--- config.mk ---
export PLATFORM = sky130hd
export DESIGN_NAME = map_sequencer
export DESIGN_NICKNAME = d
export VERILOG_FILES = /design/src/rtl/map_pkg.sv /design/src/rtl/goal_zone_cmp.sv /design/src/rtl/map_sequencer.sv
export SDC_FILE = /design/constraint.sdc
export NUM_CORES = 1
export LEC_CHECK = 0
export BUFFER_PORTS_ARGS = -buffer_cell sky130_fd_sc_hd__buf_2
export CORE_ASPECT_RATIO = 1.4
export CORE_UTILIZATION = 35
export DETAILED_ROUTE_END_ITERATION = 8
export SYNTH_ARGS = -nofsm -noshare
export SYNTH_HDL_FRONTEND = slang
export SYNTH_SLANG_ARGS = --single-unit
--- constraint.sdc ---
create_clock -name clk -period 3.85 [get_ports clk]
set_clock_uncertainty 0.2 [all_clocks]
set_input_delay 0.1925 -clock clk [delete_from_list [all_inputs] [get_ports clk]]
set_output_delay 0.1925 -clock clk [all_outputs]
set_load 0.02 [all_outputs]
--- src/rtl/map_pkg.sv ---
// ---------------------------------------------------------------------------
// map_pkg
// Shared definitions for the level sequencer and its goal-zone comparator:
//   - state_t        : sequencer FSM states
//   - DEFAULT_COORD_W: default pixel coordinate width
//   - map_rec_t      : one map entry {score_x, score_y, init_x, init_y}
//   - map_lookup()   : constant map table; indices past 3 repeat modulo 4
// ---------------------------------------------------------------------------
package map_pkg;

  localparam int DEFAULT_COORD_W = 11;

  typedef enum logic [2:0] {
    ST_IDLE,
    ST_LOAD,
    ST_PLAY,
    ST_DWELL,
    ST_ADVANCE,
    ST_FINISH
  } state_t;

  typedef struct packed {
    logic [DEFAULT_COORD_W-1:0] score_x;
    logic [DEFAULT_COORD_W-1:0] score_y;
    logic [DEFAULT_COORD_W-1:0] init_x;
    logic [DEFAULT_COORD_W-1:0] init_y;
  } map_rec_t;

  // The table only has four distinct entries; larger tables cycle through them.
  function automatic map_rec_t map_lookup(input int unsigned idx);
    map_rec_t rec;
    unique case (idx % 32'd4)
      32'd0: begin
        rec.score_x = DEFAULT_COORD_W'(240);
        rec.score_y = DEFAULT_COORD_W'(240);
        rec.init_x  = DEFAULT_COORD_W'(60);
        rec.init_y  = DEFAULT_COORD_W'(60);
      end
      32'd1: begin
        rec.score_x = DEFAULT_COORD_W'(240);
        rec.score_y = DEFAULT_COORD_W'(450);
        rec.init_x  = DEFAULT_COORD_W'(50);
        rec.init_y  = DEFAULT_COORD_W'(38);
      end
      32'd2: begin
        rec.score_x = DEFAULT_COORD_W'(560);
        rec.score_y = DEFAULT_COORD_W'(80);
        rec.init_x  = DEFAULT_COORD_W'(80);
        rec.init_y  = DEFAULT_COORD_W'(400);
      end
      default: begin
        rec.score_x = DEFAULT_COORD_W'(600);
        rec.score_y = DEFAULT_COORD_W'(420);
        rec.init_x  = DEFAULT_COORD_W'(40);
        rec.init_y  = DEFAULT_COORD_W'(40);
      end
    endcase
    return rec;
  endfunction

endpackage

--- src/rtl/goal_zone_cmp.sv ---
// ---------------------------------------------------------------------------
// goal_zone_cmp
// Combinational test of whether the ball lies inside the square goal zone
// centred on the score point. Also usable by the VGA highlight logic.
// Ports:
//   i_ballX, i_ballY   : ball position
//   i_scoreX, i_scoreY : goal centre
//   o_inZone           : 1 when |ball-score| <= HIT_RADIUS on both axes
// ---------------------------------------------------------------------------
module goal_zone_cmp
  import map_pkg::*;
#(
  parameter int COORD_W    = DEFAULT_COORD_W,
  parameter int HIT_RADIUS = 16
) (
  input  logic [COORD_W-1:0] i_ballX,
  input  logic [COORD_W-1:0] i_ballY,
  input  logic [COORD_W-1:0] i_scoreX,
  input  logic [COORD_W-1:0] i_scoreY,
  output logic               o_inZone
);

  logic [COORD_W:0] w_dx;
  logic [COORD_W:0] w_dy;

  // Magnitudes are formed one bit wider and always as larger-minus-smaller,
  // so positions near 0 or the top of the range never wrap into the zone.
  always_comb begin
    if (i_ballX >= i_scoreX) w_dx = {1'b0, i_ballX} - {1'b0, i_scoreX};
    else                     w_dx = {1'b0, i_scoreX} - {1'b0, i_ballX};
    if (i_ballY >= i_scoreY) w_dy = {1'b0, i_ballY} - {1'b0, i_scoreY};
    else                     w_dy = {1'b0, i_scoreY} - {1'b0, i_ballY};
  end

  assign o_inZone = (w_dx <= (COORD_W+1)'(HIT_RADIUS)) &&
                    (w_dy <= (COORD_W+1)'(HIT_RADIUS));

endmodule

--- src/rtl/map_sequencer.sv ---
// ---------------------------------------------------------------------------
// map_sequencer
// Walks through a constant table of maps: loads a map's coordinates, spawns
// the ball, waits for DWELL_SAMPLES consecutive valid in-zone samples, then
// advances (wrapping or finishing depending on WRAP).
// Optional feature macro: MAP_SEQUENCER_TIMER_EN adds a per-attempt timeout of
// TIME_LIMIT cycles that respawns the ball on the current map.
// Ports:
//   clk, rst (sync, active-low)
//   start, restart                  : control pulses
//   ball_x, ball_y, ball_valid      : ball position samples
//   map_idx                         : current map
//   score_x/y, init_x/y             : registered goal / spawn coordinates
//   spawn, level_done, time_up      : one-cycle pulses
//   playing, all_done               : level status
// ---------------------------------------------------------------------------
module map_sequencer
  import map_pkg::*;
#(
  parameter int NUM_MAPS      = 4,
  parameter int COORD_W       = DEFAULT_COORD_W,
  parameter int HIT_RADIUS    = 16,
  parameter int DWELL_SAMPLES = 8,
  parameter int WRAP          = 1,
  parameter int TIME_LIMIT    = 3000000
) (
  input  logic                        clk,
  input  logic                        rst,
  input  logic                        start,
  input  logic                        restart,
  input  logic [COORD_W-1:0]          ball_x,
  input  logic [COORD_W-1:0]          ball_y,
  input  logic                        ball_valid,
  output logic [$clog2(NUM_MAPS)-1:0] map_idx,
  output logic [COORD_W-1:0]          score_x,
  output logic [COORD_W-1:0]          score_y,
  output logic [COORD_W-1:0]          init_x,
  output logic [COORD_W-1:0]          init_y,
  output logic                        spawn,
  output logic                        playing,
  output logic                        level_done,
  output logic                        all_done,
  output logic                        time_up
);

  localparam int IDX_W = $clog2(NUM_MAPS);
  localparam int CNT_W = $clog2(DWELL_SAMPLES + 1);
  localparam map_rec_t RESET_REC = map_lookup(0);

  state_t             r_state;
  state_t             w_nextState;
  logic [IDX_W-1:0]   r_mapIdx;
  logic [IDX_W-1:0]   w_nextIdx;
  logic [CNT_W-1:0]   r_count;
  logic [CNT_W-1:0]   w_nextCount;
  logic [COORD_W-1:0] r_scoreX;
  logic [COORD_W-1:0] r_scoreY;
  logic [COORD_W-1:0] r_initX;
  logic [COORD_W-1:0] r_initY;
  logic               r_spawn;
  logic               w_inZone;
  logic               w_timeout;
  logic               w_levelDone;
  logic               w_timeUp;
  map_rec_t           w_mapRec;

  assign w_mapRec = map_lookup(32'(r_mapIdx));

  goal_zone_cmp #(
    .COORD_W    (COORD_W),
    .HIT_RADIUS (HIT_RADIUS)
  ) u_zone (
    .i_ballX  (ball_x),
    .i_ballY  (ball_y),
    .i_scoreX (r_scoreX),
    .i_scoreY (r_scoreY),
    .o_inZone (w_inZone)
  );

`ifdef MAP_SEQUENCER_TIMER_EN
  localparam int TMR_W = $clog2(TIME_LIMIT + 1);
  logic [TMR_W-1:0] r_timer;

  // Attempt timer: reloaded on every (re)load, counts down while playing.
  always_ff @(posedge clk) begin
    if (!rst) begin
      r_timer <= '0;
    end else if (r_state == ST_LOAD) begin
      r_timer <= TMR_W'(TIME_LIMIT - 1);
    end else if ((r_state == ST_PLAY || r_state == ST_DWELL) && r_timer != '0) begin
      r_timer <= r_timer - 1'b1;
    end
  end

  assign w_timeout = (r_timer == '0);
`else
  logic [31:0] w_unusedTimeLimit;
  assign w_unusedTimeLimit = 32'(TIME_LIMIT);
  assign w_timeout = 1'b0;
`endif

  // State, map index and dwell counter registers.
  always_ff @(posedge clk) begin
    if (!rst) begin
      r_state  <= ST_IDLE;
      r_mapIdx <= '0;
      r_count  <= '0;
    end else begin
      r_state  <= w_nextState;
      r_mapIdx <= w_nextIdx;
      r_count  <= w_nextCount;
    end
  end

  // Coordinates are captured in LOAD so they are stable from the spawn cycle;
  // spawn is simply "last cycle was LOAD", since LOAD always moves to PLAY.
  always_ff @(posedge clk) begin
    if (!rst) begin
      r_scoreX <= COORD_W'(RESET_REC.score_x);
      r_scoreY <= COORD_W'(RESET_REC.score_y);
      r_initX  <= COORD_W'(RESET_REC.init_x);
      r_initY  <= COORD_W'(RESET_REC.init_y);
      r_spawn  <= 1'b0;
    end else begin
      if (r_state == ST_LOAD) begin
        r_scoreX <= COORD_W'(w_mapRec.score_x);
        r_scoreY <= COORD_W'(w_mapRec.score_y);
        r_initX  <= COORD_W'(w_mapRec.init_x);
        r_initY  <= COORD_W'(w_mapRec.init_y);
      end
      r_spawn <= (r_state == ST_LOAD);
    end
  end

  // Next-state logic. In PLAY the count is always zero, so PLAY and DWELL
  // share one path; restart beats timeout, which beats ball samples.
  always_comb begin
    w_nextState = r_state;
    w_nextIdx   = r_mapIdx;
    w_nextCount = r_count;
    w_levelDone = 1'b0;
    w_timeUp    = 1'b0;
    unique case (r_state)
      ST_IDLE: begin
        if (start) w_nextState = ST_LOAD;
      end
      ST_LOAD: begin
        w_nextState = ST_PLAY;
      end
      ST_PLAY, ST_DWELL: begin
        if (restart) begin
          w_nextState = ST_LOAD;
          w_nextCount = '0;
        end else if (w_timeout) begin
          w_timeUp    = 1'b1;
          w_nextState = ST_LOAD;
          w_nextCount = '0;
        end else if (ball_valid) begin
          if (w_inZone) begin
            if (int'(r_count) + 1 >= DWELL_SAMPLES) begin
              w_nextState = ST_ADVANCE;
              w_nextCount = '0;
            end else begin
              w_nextState = ST_DWELL;
              w_nextCount = r_count + 1'b1;
            end
          end else begin
            w_nextState = ST_PLAY;
            w_nextCount = '0;
          end
        end
      end
      ST_ADVANCE: begin
        w_nextCount = '0;
        if (restart) begin
          w_nextState = ST_LOAD;
        end else begin
          w_levelDone = 1'b1;
          if (int'(r_mapIdx) < NUM_MAPS - 1) begin
            w_nextIdx   = r_mapIdx + 1'b1;
            w_nextState = ST_LOAD;
          end else if (WRAP != 0) begin
            w_nextIdx   = '0;
            w_nextState = ST_LOAD;
          end else begin
            w_nextState = ST_FINISH;
          end
        end
      end
      ST_FINISH: begin
        if (start) begin
          w_nextIdx   = '0;
          w_nextState = ST_LOAD;
        end
      end
      default: begin
        w_nextState = ST_IDLE;
      end
    endcase
  end

  assign map_idx    = r_mapIdx;
  assign score_x    = r_scoreX;
  assign score_y    = r_scoreY;
  assign init_x     = r_initX;
  assign init_y     = r_initY;
  assign spawn      = r_spawn;
  assign playing    = (r_state == ST_PLAY) || (r_state == ST_DWELL);
  assign level_done = w_levelDone;
  assign all_done   = (r_state == ST_FINISH);
  assign time_up    = w_timeUp;

endmodule

== Word level (Yosys, flattened, before mapping) ==
Cells that the tools add are included.

* Add/subtract/negate cells: 7
* Magnitude comparators: 6
* Equality and inequality tests: 11
* Mux-type cells: 20
* Reduce and logical (&&, ||, !) cells: 11

{| class="wikitable"
|+ Operators with widths
! operator !! number
|-
| case mux 43 bit (3 select lines) || 1
|-
| subtractor 11 x 11 -> 12 bit || 4
|-
| zero test 32 bit || 1
|-
| <= comparator 12 x 5 -> 1 bit (second input constant) || 2
|-
| 2-to-1 mux 12 bit || 2
|-
| greater-or-equal comparator 11 bit || 2
|-
| 2-to-1 mux 4 bit || 4
|-
| 2-to-1 mux 3 bit || 5
|-
| case mux 3 bit (4 select lines) || 1
|-
| case mux 4 bit (2 select lines) || 1
|-
| == test 3 x 2 -> 1 bit (second input constant) || 2
|-
| == test 3 bit (second input constant) || 2
|-
| 2-to-1 mux 2 bit || 3
|-
| adder 4 x 1 -> 5 bit (second input constant) || 1
|-
| greater-or-equal comparator 5 x 4 -> 1 bit (second input constant) || 1
|-
| adder 4 x 1 -> 4 bit (second input constant) || 1
|-
| inequality test 2 bit (second input constant) || 2
|-
| case mux 2 bit (2 select lines) || 1
|-
| AND reduction 2 bit || 2
|-
| nonzero test 2 bit || 2
|-
| OR reduction 2 bit || 2
|-
| == test 3 x 1 -> 1 bit (second input constant) || 1
|-
| zero test 3 bit || 1
|-
| inequality test 3 bit (second input constant) || 1
|-
| other kinds (9) || 10
|}

* Bits in registers: 54
* Output and inout bits: 51
* Logic and storage cells: 63

== Longest topological paths before layout ==
* Depth after elaboration: 8
* Mapped depth: 14

== Cells and area by module ==
From an unflattened synthesis, not the netlist that was laid out.

* Cells, all modules: 438
* Area, all modules: 3324.4 um2

{| class="wikitable"
|+ By module, submodules not included
! module !! times used !! cells each !! area each (um2)
|-
| goal_zone_cmp || 1 || 286 || 2031.9
|-
| map_sequencer || 1 || 152 || 1292.5
|}

== Worst setup path before layout ==
OpenSTA, ideal clock, no wires.

* Kind: flip-flop to flip-flop
* Start: reg r_scoreY[2] (netlist: score_y[2])
* End: reg r_state[1]
* Library setup time: 0.115 ns
* Arrival time: 2.773 ns
* Data required time: 3.535 ns
* Path slack: 0.762 ns
* Cell stages (with the launch flop): 11
* Path through: dfxtp_1 > ha_1 > or4b_1 > buf_2 > or3_4 > and2_1 > o21ai_1 > nand3_1 > a2111oi_4 > nand3_1 > o21a_1

* Longest elaborated chain between the ends: 8
* Elaborated cells between the ends (all ways): 10
* Classes of those cells: add/sub: 2; order compare: 2; mux: 5; reduce/logical: 1

{| class="wikitable"
|+ RTL lines
! what !! RTL line !! text
|-
| start: declaration || map_sequencer.sv:57 || <nowiki>logic [COORD_W-1:0] r_scoreY;</nowiki>
|-
| start signal: assignment || map_sequencer.sv:120 || <nowiki>r_scoreY <= COORD_W'(RESET_REC.score_y);</nowiki>
|-
| start signal: assignment || map_sequencer.sv:127 || <nowiki>r_scoreY <= COORD_W'(w_mapRec.score_y);</nowiki>
|-
| subtractor 11 x 11 -> 12 bit (tied with other cells) || goal_zone_cmp.sv:32 || <nowiki>else w_dy = {1'b0, i_scoreY} - {1'b0, i_ballY};</nowiki>
|-
| 2-to-1 mux 12 bit (*) || goal_zone_cmp.sv:31 || <nowiki>if (i_ballY >= i_scoreY) w_dy = {1'b0, i_ballY} - {1'b0, i_scoreY};</nowiki>
|-
| <= comparator 12 x 5 -> 1 bit (*) || goal_zone_cmp.sv:36 || <nowiki>(w_dy <= (COORD_W+1)'(HIT_RADIUS));</nowiki>
|-
| logical AND 1 bit (*) || goal_zone_cmp.sv:35 || <nowiki>assign o_inZone = (w_dx <= (COORD_W+1)'(HIT_RADIUS)) &&</nowiki>
|-
| 2-to-1 mux 3 bit (*) || map_sequencer.sv:159 || <nowiki>if (w_inZone) begin</nowiki>
|-
| 2-to-1 mux 3 bit (*) || map_sequencer.sv:158 || <nowiki>end else if (ball_valid) begin</nowiki>
|-
| 2-to-1 mux 3 bit (*) || map_sequencer.sv:151 || <nowiki>if (restart) begin</nowiki>
|-
| case mux 3 bit (4 select lines) (*) || map_sequencer.sv:143 || <nowiki>unique case (r_state)</nowiki>
|-
| end signal: assignment || map_sequencer.sv:109 || <nowiki>r_state <= w_nextState;</nowiki>
|-
| end: declaration || map_sequencer.sv:50 || <nowiki>state_t r_state;</nowiki>
|}

Mark *: on every way between the ends. The rest lies on a longest branch, timed or not. The select of a mux whose other input is x is not followed.
A chain may end at the register's enable or synchronous reset.

== Final worst setup path ==
* Start: reg r_scoreY[1] (netlist: score_y[1])
* End: reg r_count[1]

* Longest elaborated chain between the ends: 8
* Elaborated cells between the ends (all ways): 10
* Classes of those cells: add/sub: 2; order compare: 2; mux: 5; reduce/logical: 1

{| class="wikitable"
|+ RTL lines
! what !! RTL line !! text
|-
| subtractor 11 x 11 -> 12 bit (tied with other cells) || goal_zone_cmp.sv:32 ||
|-
| 2-to-1 mux 12 bit (*) || goal_zone_cmp.sv:31 ||
|-
| <= comparator 12 x 5 -> 1 bit (*) || goal_zone_cmp.sv:36 ||
|-
| logical AND 1 bit (*) || goal_zone_cmp.sv:35 ||
|-
| 2-to-1 mux 4 bit (*) || map_sequencer.sv:159 ||
|-
| 2-to-1 mux 4 bit (*) || map_sequencer.sv:158 ||
|-
| 2-to-1 mux 4 bit (*) || map_sequencer.sv:151 ||
|-
| case mux 4 bit (2 select lines) (*) || map_sequencer.sv:143 ||
|-
| end signal: assignment || map_sequencer.sv:111 || <nowiki>r_count <= w_nextCount;</nowiki>
|-
| end: declaration || map_sequencer.sv:54 || <nowiki>logic [CNT_W-1:0] r_count;</nowiki>
|}

Marked as above.

==> impl_metrics.toml <==
[yosys]
synth_top_flop_cell = "dfxtp_1"
syn-instance-count = 397
synthTopCellsByArea = "dfxtp_1 15%, ha_1 14%, buf_4 8.9%"
yosys.cell_types.count = 66
syn_area_per_cell_um2 = 7.23
synth_edf_count = 0
syn-cell-area_um2 = 2870
ys_warn_count = 0
ys_seq_elements = 21
synth_top_area_share_pct = 14.6
ys_seq_area_share_pct = 14.6
synthArstFlopShare_pct = 0
netlist.top_cell.by_area = "dfxtp_1"

[route]
num_vias = 2824
drtIter0Drc = 117
wirelength_mm = 7.26
ant_nets = 0
routed_via_density = 5.38
avgRoutedWirePerCell_um = 13.8
dr.pass1.iters = 4
drc = 0

[floorplanning]
start_util_pct = 36.6
ios = 78
dieHeight_um = 109
core_um2 = 7850
dieArea_um2 = 8580
fp-row-count = 38
die_x_um = 78.6

[timing]
setup_tns_ns = 0
setup_viol = 0
relSlewSlack_pct = 44.8
hold_viol = 0
slew_violations = 0
rsz0062_at_grt = "no"
finalCritPeriodShare_pct = 89.6
fin_ws_ns = 0.402
period_needed_ns = 3.45
clock.fmax_mhz = 290
worst_pin_slew_ns = 0.821

[worst_setup_path]
path_max_fanout = 6
r2r_end = "r_count[1]"
cp_slowest_cell = "nor4_1"
cp-startpoint = "score_y[1]"
path_cells = "ha_1 > inv_1 > fa_1 > o211ai_1 > a21bo_2 > a31o_2 > o2111ai_1 > o311a_1 > nor4_1 > nand4_1 > a21oi_1"
max_stage_delay_ns = 0.57
r2r_slack_ns = 0.40
cp-start-kind = "flop"
rr_worst_depth = 11
r2r_start = "score_y[1]"
end_kind = "flop"
endpoint = "r_count[1]"
crit_arrival_ns = 3.43
cp.required_ns = 3.84
critPathKind = "reg -> reg"

[place]
gp_congestion = 0.924
dpl_cell_area_um2 = 3010
post-place-ws_ns = 0.471
hpwlAfterDp_mm = 5.89
numPortBuffers = 57

[finish]
layout_common_cells = "57 x buf_2, 39 x inv_1, 33 x a21oi_1, 33 x ha_1, 32 x nand2_1"
design_area_um2 = 3050
syn_to_final_growth_pct = 6.23
mostFrequentLayoutCell = "buf_2"
layout.nets = 487
layout-drive-gt1-share_pct = 17.6
antenna_cells = 0

[clocking]
hold_buffers = 0
clkSinkCount = 21
clockBufferDepth = 2
htree_levels = 1
insertion_delay_ns = 0.26
cts_resized = 0
cts_buffers = 3
cts_setup_buffers = 0
cts_tree = "yes"
clockRootBuffer = "clkbuf_8"
clk_pin_slew_worst_paths_ns = 0.08

[global_route]
grt_overflow = 0
antenna_found_initial = 0
grt_max_degree = 17
grt_pass1_vias = 2514
track_usage_pct = 16.5
grt_pass1_wl_mm = 11.6

[power]
switching_share_pct = 41.9
ir_worst_vdd_mv = 0.155
power_switching_uw = 311
p_int_uw = 431
p_leak_uw = 0.00143
seqPwrFrac_pct = 32.5
powerDensity_nw_per_um2 = 243
comb_power_share_pct = 48.0
p_clk_share_pct = 19.5

[run_status]
status = "finished clean"

[worst_hold_path]
min_path_type = "in -> reg"

[flow_run]
cap_violations = 0
==> critical path: cells and delay by family, from the launching register on <==
family,cells,cell delay [ns]
simple gates,2,0.73
flops,1,0.45
buf+inv,1,0.06
fa+ha+maj,2,0.65
compound gates,6,1.27
==> state kept, by name, summed over array words and instances, names as in the netlist <==
signal / flops
r_state: 3
map_idx: 2
init_y: 2
score_y: 7
r_count: 4
init_x: 1
score_x: 1
spawn: 1
==> layer usage <==
layer	vias up	track usage, %	share of wire (%)
met3	21	0.921	3.7
met5	-	0	0
met1	1305	20.8	45
met2	88	28.7	48
li1	1410	-	-
met4	0	7.67	3.9
==> cells by family after synthesis <==
family | synth area share [%]
AND/OR/NAND/NOR | 25.7
AO/OA/AOI/OAI | 24.4
buffers and inverters | 17.3
adder cells (fa/ha/maj) | 15.1
flip-flops | 14.6
XOR/XNOR | 1.53
multiplexers | 1.09
other | 0.262
==> stage by stage <==
| step | hold slack [ns] | instances | power [uW] | utilization, % |
|---|---|---|---|---|
| floorplan | 0.154 | 415 | 540 | - |
| global placement | 0.263 | 521 | 598 | 38.3 |
| CTS | 0.00340 | 525 | 743 | 38.9 |
| detailed placement | 0.275 | 521 | 598 | 38.3 |
| global route | 0.0212 | 525 | 797 | 38.9 |
| finish | 0.00886 | 525 | 743 | 38.9 |
==> layout make-up <==
| type | count | area, um^2 |
|---|---|---|
| multi-input cells | 303 | 2020 |
| well taps | 100 | 125 |
| fillers | 854 | 4790 |
| clock buffers | 4 | 45.0 |
| repair buffers | 58 | 293 |
| flip-flops and latches | 21 | 420 |
| inverters | 39 | 146 |
==> Yosys cell counts, drive strengths merged, types with 4 or more instances <==
library cell and instances:
a21o 7, o21ai 11, nor2 24, nand3 11, nor4 4, clkbuf 12
ha 33, inv 39, o211ai 6, a21oi 33, a31oi 4, nor3 21
nand2b 11, dfxtp 21, a211oi 10, nand4 8, buf 39, nor3b 6
nand2 32
==> power by group through the flow <==
stage | logic (uW) | clock network, uW | registers [uW]
final | 357 | 145 | 241
after global routing | 395 | 159 | 243
after CTS | 354 | 148 | 241
after detailed placement | 352 | 0 | 246
after global placement | 352 | 0 | 246
after floorplan | 289 | 0 | 251
==> worst min-delay path by stage <==
stage               cells past startpoint  slack [ns]         end  startpoint
floorplan                               2        0.15  r_state[0]     restart
global placement                        2        0.26  score_y[6]         rst
detailed placement                      2        0.27   init_x[2]   init_x[2]
CTS                                     2       0.003  score_y[6]         rst
global route                            2        0.02  score_y[6]         rst
finish                                  2       0.009  score_y[6]         rst
Power figures use the tool's default switching activity.
